===== config.mk =====
export PLATFORM = sky130hd
export DESIGN_NAME = fp_addsub_pipe
export DESIGN_NICKNAME = d
export VERILOG_FILES = /design/src/rtl/fp_addsub_pipe.sv
export SDC_FILE = /design/constraint.sdc
export NUM_CORES = 1
export LEC_CHECK = 0
export ABC_AREA = 1
export ABC_CLOCK_PERIOD_IN_PS = 11700
export CAP_MARGIN = 30
export CORE_ASPECT_RATIO = 1.25
export CORE_MARGIN = 5
export CORE_UTILIZATION = 60
export CTS_CLUSTER_DIAMETER = 120
export DETAILED_ROUTE_END_ITERATION = 8
export HOLD_SLACK_MARGIN = 0.02
export PLACE_DENSITY = 0.8
export SLEW_MARGIN = 20
export SYNTH_ARGS = -nofsm -noshare
export SYNTH_HDL_FRONTEND = slang
export SYNTH_SLANG_ARGS = --single-unit

===== constraint.sdc =====
create_clock -name clk -period 11.7 [get_ports clk]
set_input_delay 1.755 -clock clk [delete_from_list [all_inputs] [get_ports clk]]
set_output_delay 1.755 -clock clk [all_outputs]
set_load 0.02 [all_outputs]

===== src/rtl/fp_addsub_pipe.sv =====
// fp_addsub_pipe: three-stage floating-point adder/subtractor for a generic
// {sign, exponent, fraction} format (bfloat16 by default). Subnormal inputs
// and results are flushed to zero, rounding is round-to-nearest-even, and a
// single global stall holds every stage while the output is not accepted.
module fp_addsub_pipe #(
   parameter  int EXP_W = 8,
   parameter  int MAN_W = 7,
   parameter  int TAG_W = 4,
   localparam int W     = 1 + EXP_W + MAN_W
) (
   input  logic             clk,
   input  logic             rst_n,
   input  logic             in_valid,
   output logic             in_ready,
   input  logic [W-1:0]     a,
   input  logic [W-1:0]     b,
   input  logic             op,
   input  logic [TAG_W-1:0] in_tag,
   output logic             out_valid,
   input  logic             out_ready,
   output logic [W-1:0]     result,
   output logic [3:0]       flags,
   output logic [TAG_W-1:0] out_tag
);

   // Working mantissa is {hidden, fraction, guard, round, sticky}.
   localparam int L      = MAN_W + 4;
   localparam int SH_MAX = MAN_W + 3;
   localparam int SH_W   = $clog2(SH_MAX + 1);
   localparam int LZ_W   = $clog2(L + 1);
   localparam int EW2    = EXP_W + LZ_W + 2;
   localparam int EMAX   = (1 << EXP_W) - 1;

   localparam logic signed [EW2-1:0] E_MAX  = EW2'(EMAX);
   localparam logic signed [EW2-1:0] E_ZERO = '0;
   localparam logic signed [EW2-1:0] E_ONE  = EW2'(1);
   localparam logic [W-1:0]          QNAN   = {1'b0, {EXP_W{1'b1}}, 1'b1, {(MAN_W-1){1'b0}}};

   // Leading-zero count of the working mantissa (L when all zero).
   function automatic logic [LZ_W-1:0] lzc(input logic [L-1:0] v);
      logic [LZ_W-1:0] n;
      logic            found;
      n     = '0;
      found = 1'b0;
      for (int i = L - 1; i >= 0; i--) begin
         if (!found && !v[i]) n = n + LZ_W'(1);
         else                 found = 1'b1;
      end
      return n;
   endfunction

   // Round-to-nearest-even on {1, frac}; the top bit is the rounding carry.
   function automatic logic [MAN_W+1:0] rne(input logic [L-1:0] m);
      logic up;
      up = m[2] & (m[1] | m[0] | m[3]);
      return {1'b0, m[L-1:3]} + {{(MAN_W+1){1'b0}}, up};
   endfunction

   // Round, then saturate to Inf or flush to zero; returns {flags, word}.
   function automatic logic [W+3:0] pack(input logic s,
                                         input logic signed [EW2-1:0] e,
                                         input logic [L-1:0] m);
      logic [MAN_W+1:0]      r;
      logic [MAN_W-1:0]      frac;
      logic signed [EW2-1:0] er;
      logic                  inex;
      r    = rne(m);
      inex = |m[2:0];
      er   = e + $signed({{(EW2-1){1'b0}}, r[MAN_W+1]});
      frac = r[MAN_W+1] ? r[MAN_W:1] : r[MAN_W-1:0];
      if (er >= E_MAX)
         pack = {4'b0101, s, {EXP_W{1'b1}}, {MAN_W{1'b0}}};
      else if (er <= E_ZERO)
         pack = {4'b0011, s, {(W-1){1'b0}}};
      else
         pack = {3'b000, inex, s, er[EXP_W-1:0], frac};
   endfunction

   logic adv;
   logic vld_p0, vld_p1, vld_p2;

   assign adv       = out_ready | ~out_valid;
   assign in_ready  = adv;
   assign out_valid = vld_p2;

   // ---------------- stage 0: unpack, classify, swap, align ----------------
   logic               sa, sbe, a_zero, b_zero, a_inf, b_inf, a_nan, b_nan, a_ge_b;
   logic [EXP_W-1:0]   ea, eb;
   logic [MAN_W-1:0]   fa, fb;

   assign sa     = a[W-1];
   assign sbe    = b[W-1] ^ op;
   assign ea     = a[W-2:MAN_W];
   assign eb     = b[W-2:MAN_W];
   assign a_zero = (ea == '0);
   assign b_zero = (eb == '0);
   assign fa     = a_zero ? '0 : a[MAN_W-1:0];
   assign fb     = b_zero ? '0 : b[MAN_W-1:0];
   assign a_inf  = (&ea) & ~(|fa);
   assign b_inf  = (&eb) & ~(|fb);
   assign a_nan  = (&ea) & (|fa);
   assign b_nan  = (&eb) & (|fb);
   assign a_ge_b = ({ea, fa} >= {eb, fb});

   logic               x_s, y_s, x_z, y_z;
   logic [EXP_W-1:0]   x_e, y_e, diff;
   logic [MAN_W-1:0]   x_f, y_f;
   logic [SH_W-1:0]    sh;
   logic [L-1:0]       mx, my, y_m;
   logic [2*L-1:0]     y_ext;

   // Order operands by magnitude and shift the smaller one into alignment.
   always_comb begin
      x_s = sa;   x_e = ea;   x_f = fa;   x_z = a_zero;
      y_s = sbe;  y_e = eb;   y_f = fb;   y_z = b_zero;
      if (!a_ge_b) begin
         x_s = sbe;  x_e = eb;  x_f = fb;  x_z = b_zero;
         y_s = sa;   y_e = ea;  y_f = fa;  y_z = a_zero;
      end
      diff = x_e - y_e;
      if (32'(diff) > SH_MAX) sh = SH_W'(SH_MAX);
      else                    sh = SH_W'(diff);
      y_m   = {~y_z, y_f, 3'b000};
      y_ext = {y_m, {L{1'b0}}} >> sh;
      my    = {y_ext[2*L-1:L+1], y_ext[L] | (|y_ext[L-1:0])};
      mx    = {~x_z, x_f, 3'b000};
   end

   logic               spec, spec_inv;
   logic [W-1:0]       spec_res;

   // Special operands bypass the arithmetic path entirely.
   always_comb begin
      spec     = a_nan | b_nan | a_inf | b_inf | (a_zero & b_zero);
      spec_inv = 1'b0;
      spec_res = {sa & sbe, {(W-1){1'b0}}};
      if (a_nan | b_nan | (a_inf & b_inf & (sa ^ sbe))) begin
         spec_res = QNAN;
         spec_inv = 1'b1;
      end else if (a_inf) begin
         spec_res = {sa, {EXP_W{1'b1}}, {MAN_W{1'b0}}};
      end else if (b_inf) begin
         spec_res = {sbe, {EXP_W{1'b1}}, {MAN_W{1'b0}}};
      end
   end

   logic               sgn_p0, sub_p0, spec_p0, inv_p0;
   logic [EXP_W-1:0]   exp_p0;
   logic [L-1:0]       mx_p0, my_p0;
   logic [W-1:0]       sres_p0;
   logic [TAG_W-1:0]   tag_p0;

   // Stage-0 data register; loads on every advance, bubbles included.
   always_ff @(posedge clk) begin
      if (adv) begin
         sgn_p0  <= x_s;
         sub_p0  <= x_s ^ y_s;
         exp_p0  <= x_e;
         mx_p0   <= mx;
         my_p0   <= my;
         spec_p0 <= spec;
         inv_p0  <= spec_inv;
         sres_p0 <= spec_res;
         tag_p0  <= in_tag;
      end
   end

   // ---------------- stage 1: add/subtract and normalise -------------------
   logic [L:0]            sum;
   logic [LZ_W-1:0]       lz;
   logic [L-1:0]          nm;
   logic signed [EW2-1:0] ne, exp_ext, lz_ext;
   logic                  nz;

   // Magnitude add or subtract; X >= Y so the difference never goes negative.
   always_comb begin
      sum     = sub_p0 ? ({1'b0, mx_p0} - {1'b0, my_p0})
                       : ({1'b0, mx_p0} + {1'b0, my_p0});
      lz      = lzc(sum[L-1:0]);
      exp_ext = $signed({{(EW2-EXP_W){1'b0}}, exp_p0});
      lz_ext  = $signed({{(EW2-LZ_W){1'b0}}, lz});
      nz      = (sum == '0);
      if (sum[L]) begin
         nm = {sum[L:2], sum[1] | sum[0]};
         ne = exp_ext + E_ONE;
      end else begin
         nm = sum[L-1:0] << lz;
         ne = exp_ext - lz_ext;
      end
   end

   logic                  sgn_p1, zero_p1, spec_p1, inv_p1;
   logic signed [EW2-1:0] exp_p1;
   logic [L-1:0]          man_p1;
   logic [W-1:0]          sres_p1;
   logic [TAG_W-1:0]      tag_p1;

   // Stage-1 data register.
   always_ff @(posedge clk) begin
      if (adv) begin
         sgn_p1  <= sgn_p0;
         zero_p1 <= nz;
         exp_p1  <= ne;
         man_p1  <= nm;
         spec_p1 <= spec_p0;
         inv_p1  <= inv_p0;
         sres_p1 <= sres_p0;
         tag_p1  <= tag_p0;
      end
   end

   // ---------------- stage 2: round, pack, select specials -----------------
   logic [W+3:0] out_nxt;

   // Exact cancellation yields +0 with no flags; specials override all.
   always_comb begin
      out_nxt = pack(sgn_p1, exp_p1, man_p1);
      if (spec_p1)      out_nxt = {inv_p1, 3'b000, sres_p1};
      else if (zero_p1) out_nxt = '0;
   end

   // Output register; cleared by reset so a stale result is never visible.
   always_ff @(posedge clk or negedge rst_n) begin
      if (!rst_n) begin
         result  <= '0;
         flags   <= '0;
         out_tag <= '0;
      end else if (adv) begin
         result  <= out_nxt[W-1:0];
         flags   <= out_nxt[W+3:W];
         out_tag <= tag_p1;
      end
   end

   // Valid bits travel with the data and freeze during a stall.
   always_ff @(posedge clk or negedge rst_n) begin
      if (!rst_n) begin
         vld_p0 <= 1'b0;
         vld_p1 <= 1'b0;
         vld_p2 <= 1'b0;
      end else if (adv) begin
         vld_p0 <= in_valid;
         vld_p1 <= vld_p0;
         vld_p2 <= vld_p1;
      end
   end

endmodule


# --- Word-level counts from Yosys, hierarchy flattened ---
# Index checks and enable logic that the tools add are counted.
word_totals:
  regBits: 127
  input_bits: 41
classes:
  n_addsub: 17
  order_cmp: 4
  shifts: 2
  n_mux: 43
  bitwise_logic: 27
  reduce_logical: 40
ops:
  columns: ["cell", "n"]
  rows:
  - ["$mux W4", 11]
  - ["$add A4 B1 Y4 const B", 10]
  - ["$mux W20", 2]
  - ["$mux W7", 5]
  - ["$mux W16", 2]
  - ["$shr A22 B4 Y22", 1]
  - ["$logic_not A1 Y1", 20]
  - ["$mux W19", 1]
  - ["$mux W18", 1]
  - ["$logic_not A8 Y1", 2]
  - ["$mux W1", 16]
  - ["$mux W8", 2]
  - ["$reduce_and A8 Y1", 2]
  - ["$ge A15 B15 Y1", 1]
  - ["$add A14 B2 Y14", 1]
  - ["$ge A14 B9 Y1 const B", 1]
  - ["$le A14 B1 Y1 const B", 1]
  - ["$mux W14", 1]
  - ["$reduce_or A7 Y1", 2]
  - ["$add A11 B11 Y12", 1]
  - ["$logic_not A12 Y1", 1]
  - ["$mux W12", 1]
  - ["$sub A11 B11 Y12", 1]
  - ["$reduce_or A11 Y1", 1]
  - ["14 further kinds", 46]

# --- Logic depth before layout (Yosys ltp) ---
logic_depth:
  ltp_word: 34
  ltp_mapped: 48
  ltp_nobuf: 47

# --- Worst setup path after synthesis ---
# OpenSTA, ideal clock, no wires.
synth_path:
  path_kind: "register to register"
  start: "register mx_p0[3]"
  end: "register exp_p1[7] (data pin)"
  setup_time_ps: 266
  arrival_ps: 5892
  required_time_ps: 11434
  slack_ps: 5542
  path_stages_with_launch: 48
  n_path_buf: 1
  cell_sequence: "edfxtp_1 ha_1 inv_1 fa_1 inv_1 nand3_1 nand3_1 a21oi_1 nand2_1 nand3_1 nand2_1 nand2_2 nand2_2 inv_1 ha_1 inv_1 nand2_1 nand2_1 (+12 left out) ha_1 nand2_1 xor2_1 nand2_1 inv_1 nand2_1 nand2_2 inv_2 buf_6 ha_1 a21oi_1 o21ai_0 nand2_1 nor2_1 nor3_1 nor2_1 nor3_1 xor2_1"
synth_via:
  elab_chain_len: 34
  word_cells_on_any_way: 63
synth_rtl:
  columns: ["element", "line", "rtl"]
  rows:
  - ["start: declaration", "149", "logic [L-1:0] mx_p0, my_p0;"]
  - ["start signal: assignment", "159", "mx_p0 <= mx;"]
  - ["$add A11 B11 Y12 / $sub A11 B11 Y12 (equally long branches)", "178, 177", null]
  - ["$mux W12 (*)", "177", "sum = sub_p0 ? ({1'b0, mx_p0} - {1'b0, my_p0})"]
  - ["parallel branches: the longest is 31 deep, another holds $add A4 B1 Y4", null, null]
  - ["$mux W14 (*)", "183", "if (sum[L]) begin"]
  - ["via ne[7]", "172", "logic signed [EW2-1:0] ne, exp_ext, lz_ext;"]
  - ["end signal: assignment", "203", "exp_p1 <= ne;"]
  - ["end: declaration", "193", "logic signed [EW2-1:0] exp_p1;"]
# Mark *: on every way through the listed nets, which the timed path passes.
# A chain may end at the register's enable or synchronous reset.

# --- Worst setup path after layout ---
layout_path:
  start: "register mx_p0[4]"
  end: "register exp_p1[7] (data pin)"
# Same word-level chain as after synthesis.

==> flow_summary.json <==
{
  "tightest_slew_ns": 0.8065,
  "via_per_inst": 5.468,
  "num_antenna_cells": 0,
  "drive_gt1_share_pct": 7.555,
  "tns_ns": 0,
  "fp.dieH_um": 139.1,
  "grt_pass1_vias": 6635,
  "cts-htree-levels": 3,
  "skew_ns": 0.007839,
  "post_cts_resized": 0,
  "fmax_ghz": 0.1441,
  "clock_latency_ns": 0.34,
  "synth_area_mm2": 0.008004,
  "grt_max_degree": 92,
  "max_stage_delay_ns": 0.45,
  "p_per_area_mw_per_mm2": 212.7,
  "chipWidth_um": 113.3,
  "clk_pin_slew_ns": 0.07,
  "slew_headroom_pct": 45.67,
  "period_share_pct": 59.32,
  "rsz0062_at_grt": "false",
  "cp_slowest_cell": "edfxtp_1",
  "drt_iter0_markers": 398,
  "vdd_ir_drop_max_v": 0.0001306,
  "final_hold_viol_count": 0,
  "routedWlPerCell_um": 13.38,
  "nets": 1267,
  "final_util_pct": 69.30,
  "mostFrequentLayoutCell": "nand2_1",
  "cts_tree": "built",
  "maxSlewViolCount": 0,
  "dr.pass1.iters": 5,
  "antenna_found_initial": 0,
  "cp_max_fo": 12,
  "final_cell_mix": "317 x nand2_1, 164 x inv_1, 95 x nand3_1",
  "routabilityCongestion": 1.005,
  "yosysUniqueCellTypes": 51,
  "cts_buffers": 9,
  "multi_input_area_mm2": 0.004427,
  "fin_cells": 1349,
  "seqCellArea_mm2": 0.002778,
  "hpwlAfterDp_mm": 14.36,
  "cts_root_buf": "clkbuf_16",
  "cts_setup_buffers": 0,
  "post-route-min-period_ns": 6.940,
  "core_region_area_mm2": 0.01317,
  "place_inst": 1332,
  "cts_hold_buf": 0,
  "num_rows": 47,
  "routed_wl_mm": 18.05,
  "syn-num-nets": 1202,
  "overflow": 0,
  "cp_common_cell": "nand2_1",
  "syn_area_per_cell_um2": 7.224,
  "arrival_ns": 7.02,
  "ios": 67,
  "status": "completed",
  "io_buffers": 66,
  "criticalPathCategory": "flip-flop to flip-flop",
  "die_area_mm2": 0.01576,
  "synth.yosys.seq_area_share_pct": 34.70,
  "grt_use_total_pct": 22.84,
  "vias": 7376,
  "startpoint_type": "flip-flop",
  "fillers": 1099,
  "max_cap_viol_count": 0,
  "hold_path_class": "flip-flop to flip-flop",
  "ys_seq_elements": 97,
  "synth_warnings": 0,
  "cts_sinks": 97,
  "end_kind": "flip-flop",
  "cp.required_ns": 11.78,
  "synthCells": 1108,
  "leakage_uw": 0.004508,
  "report.final.setup_viol": 0,
  "remaining_drc_errors": 0,
  "synth_edf_count": 70,
  "antenna_left": 0,
  "r2r_setup_slack_ns": 4.76,
  "async_flop_share_pct": 27.84,
  "area_growth_syn_to_layout_pct": 14.05,
  "initial_core_util_pct": 60.76,
  "clk_path_buf_depth": 2,
  "ys.flop_type": "edfxtp_1",
  "grt_pass1_wl_mm": 29.88
}
[path summary, 6_finish.rpt]
check,from,endpoint,cells past startpoint
max,mx_p0[4],exp_p1[7],44
min reg2reg,sres_p0[6],sres_p1[6],0
max in group asynchronous,rst_n,out_tag[2],2
max reg2reg,mx_p0[4],exp_p1[7],44
min in group asynchronous,rst_n,vld_p0,2
min,sres_p0[6],sres_p1[6],0
[through the flow]
stage / setup WS (ns) / hold WS [ns] / area (µm²) / power (µW)
2_1_floorplan: 5.542 / 0.4003 / 8004 / 1382
3_3_place_gp: 4.764 / 0.4018 / 8807 / 1629
3_5_place_dp: 4.689 / 0.4066 / 8807 / 1652
4_1_cts: 4.807 / 0.4211 / 9101 / 1939
5_1_grt: 4.163 / 0.4264 / 9129 / 2113
6_report: 4.760 / 0.4192 / 9129 / 1942
[power by group]
part	switching, µW	internal [µW]
sequential	66.5	519
combinational	688	386
clock	123	160
[cells in the mapped netlist, types with 5 or more instances]
| cell | count | area, µm² |
|---|---|---|
| nor2_1 | 87 | 326.6 |
| a21oi_1 | 20 | 100.1 |
| nand3_2 | 7 | 70.07 |
| xor2_1 | 13 | 113.9 |
| o211ai_1 | 6 | 45.04 |
| ha_1 | 51 | 638.1 |
| a31oi_1 | 5 | 31.28 |
| edfxtp_1 | 70 | 2102 |
| nand3b_1 | 7 | 52.55 |
| clkbuf_1 | 7 | 26.28 |
| nand4_1 | 29 | 181.4 |
| nand2_2 | 13 | 81.33 |
| inv_1 | 165 | 619.3 |
| nor4_1 | 8 | 50.05 |
| o22ai_1 | 15 | 93.84 |
| nand3_1 | 95 | 475.5 |
| nor2_4 | 5 | 56.30 |
| nand2_1 | 317 | 1190 |
| inv_2 | 17 | 63.81 |
| o311ai_0 | 5 | 43.79 |
| o21ai_1 | 19 | 95.09 |
| dfrtp_1 | 27 | 675.7 |
| o21ai_0 | 55 | 275.3 |
[worst max-delay path: cells and delay by family, from the launching register on]
family | cells | cell delay, ns
adder cells (fa/ha/maj) | 7 | 2.03
AND/OR/NAND/NOR | 23 | 2.61
XOR/XNOR | 2 | 0.25
flip-flops | 1 | 0.45
buffers and inverters | 6 | 0.48
AO/OA/AOI/OAI | 6 | 0.85
[kinds of logic (layout without fill, tap and decap cells)]
logic type | Yosys count | after routing | synth area share (%)
XOR/XNOR | 17 | 17 | 1.954
AND/OR/NAND/NOR | 599 | 599 | 34.66
buffers and inverters | 202 | 272 | 9.989
flip-flops | 97 | 97 | 34.70
adder cells (fa/ha/maj) | 53 | 53 | 8.473
AO/OA/AOI/OAI | 140 | 140 | 10.22
[state kept, by name, indices dropped and copies added, names as in the netlist, 4 cells and up]
name / count
exp_p0: 8
exp_p1: 10
flags: 4
man_p1: 11
mx_p0: 8
my_p0: 11
out_tag: 4
result: 16
tag_p0: 4
tag_p1: 4
[routing by layer]
layer | vias up | global-route usage, % | part of all wire, %
met1 | 3273 | 27.05 | 40
li1 | 3802 | - | -
met2 | 243 | 40.51 | 51
met4 | 0 | 10.89 | 4.0
met5 | - | 0 | 0
met3 | 58 | 2.968 | 4.8
[cell type report]
class | instances | area share [%]
timing repair buffer | 70 | 7.785
inverter | 186 | 7.730
tap | 171 | 2.344
clock inverter | 4 | 0.3838
clock buffer | 12 | 2.837
multi-input combinational | 809 | 48.49
sequential | 97 | 30.43
(Power assumes the default switching activity.)
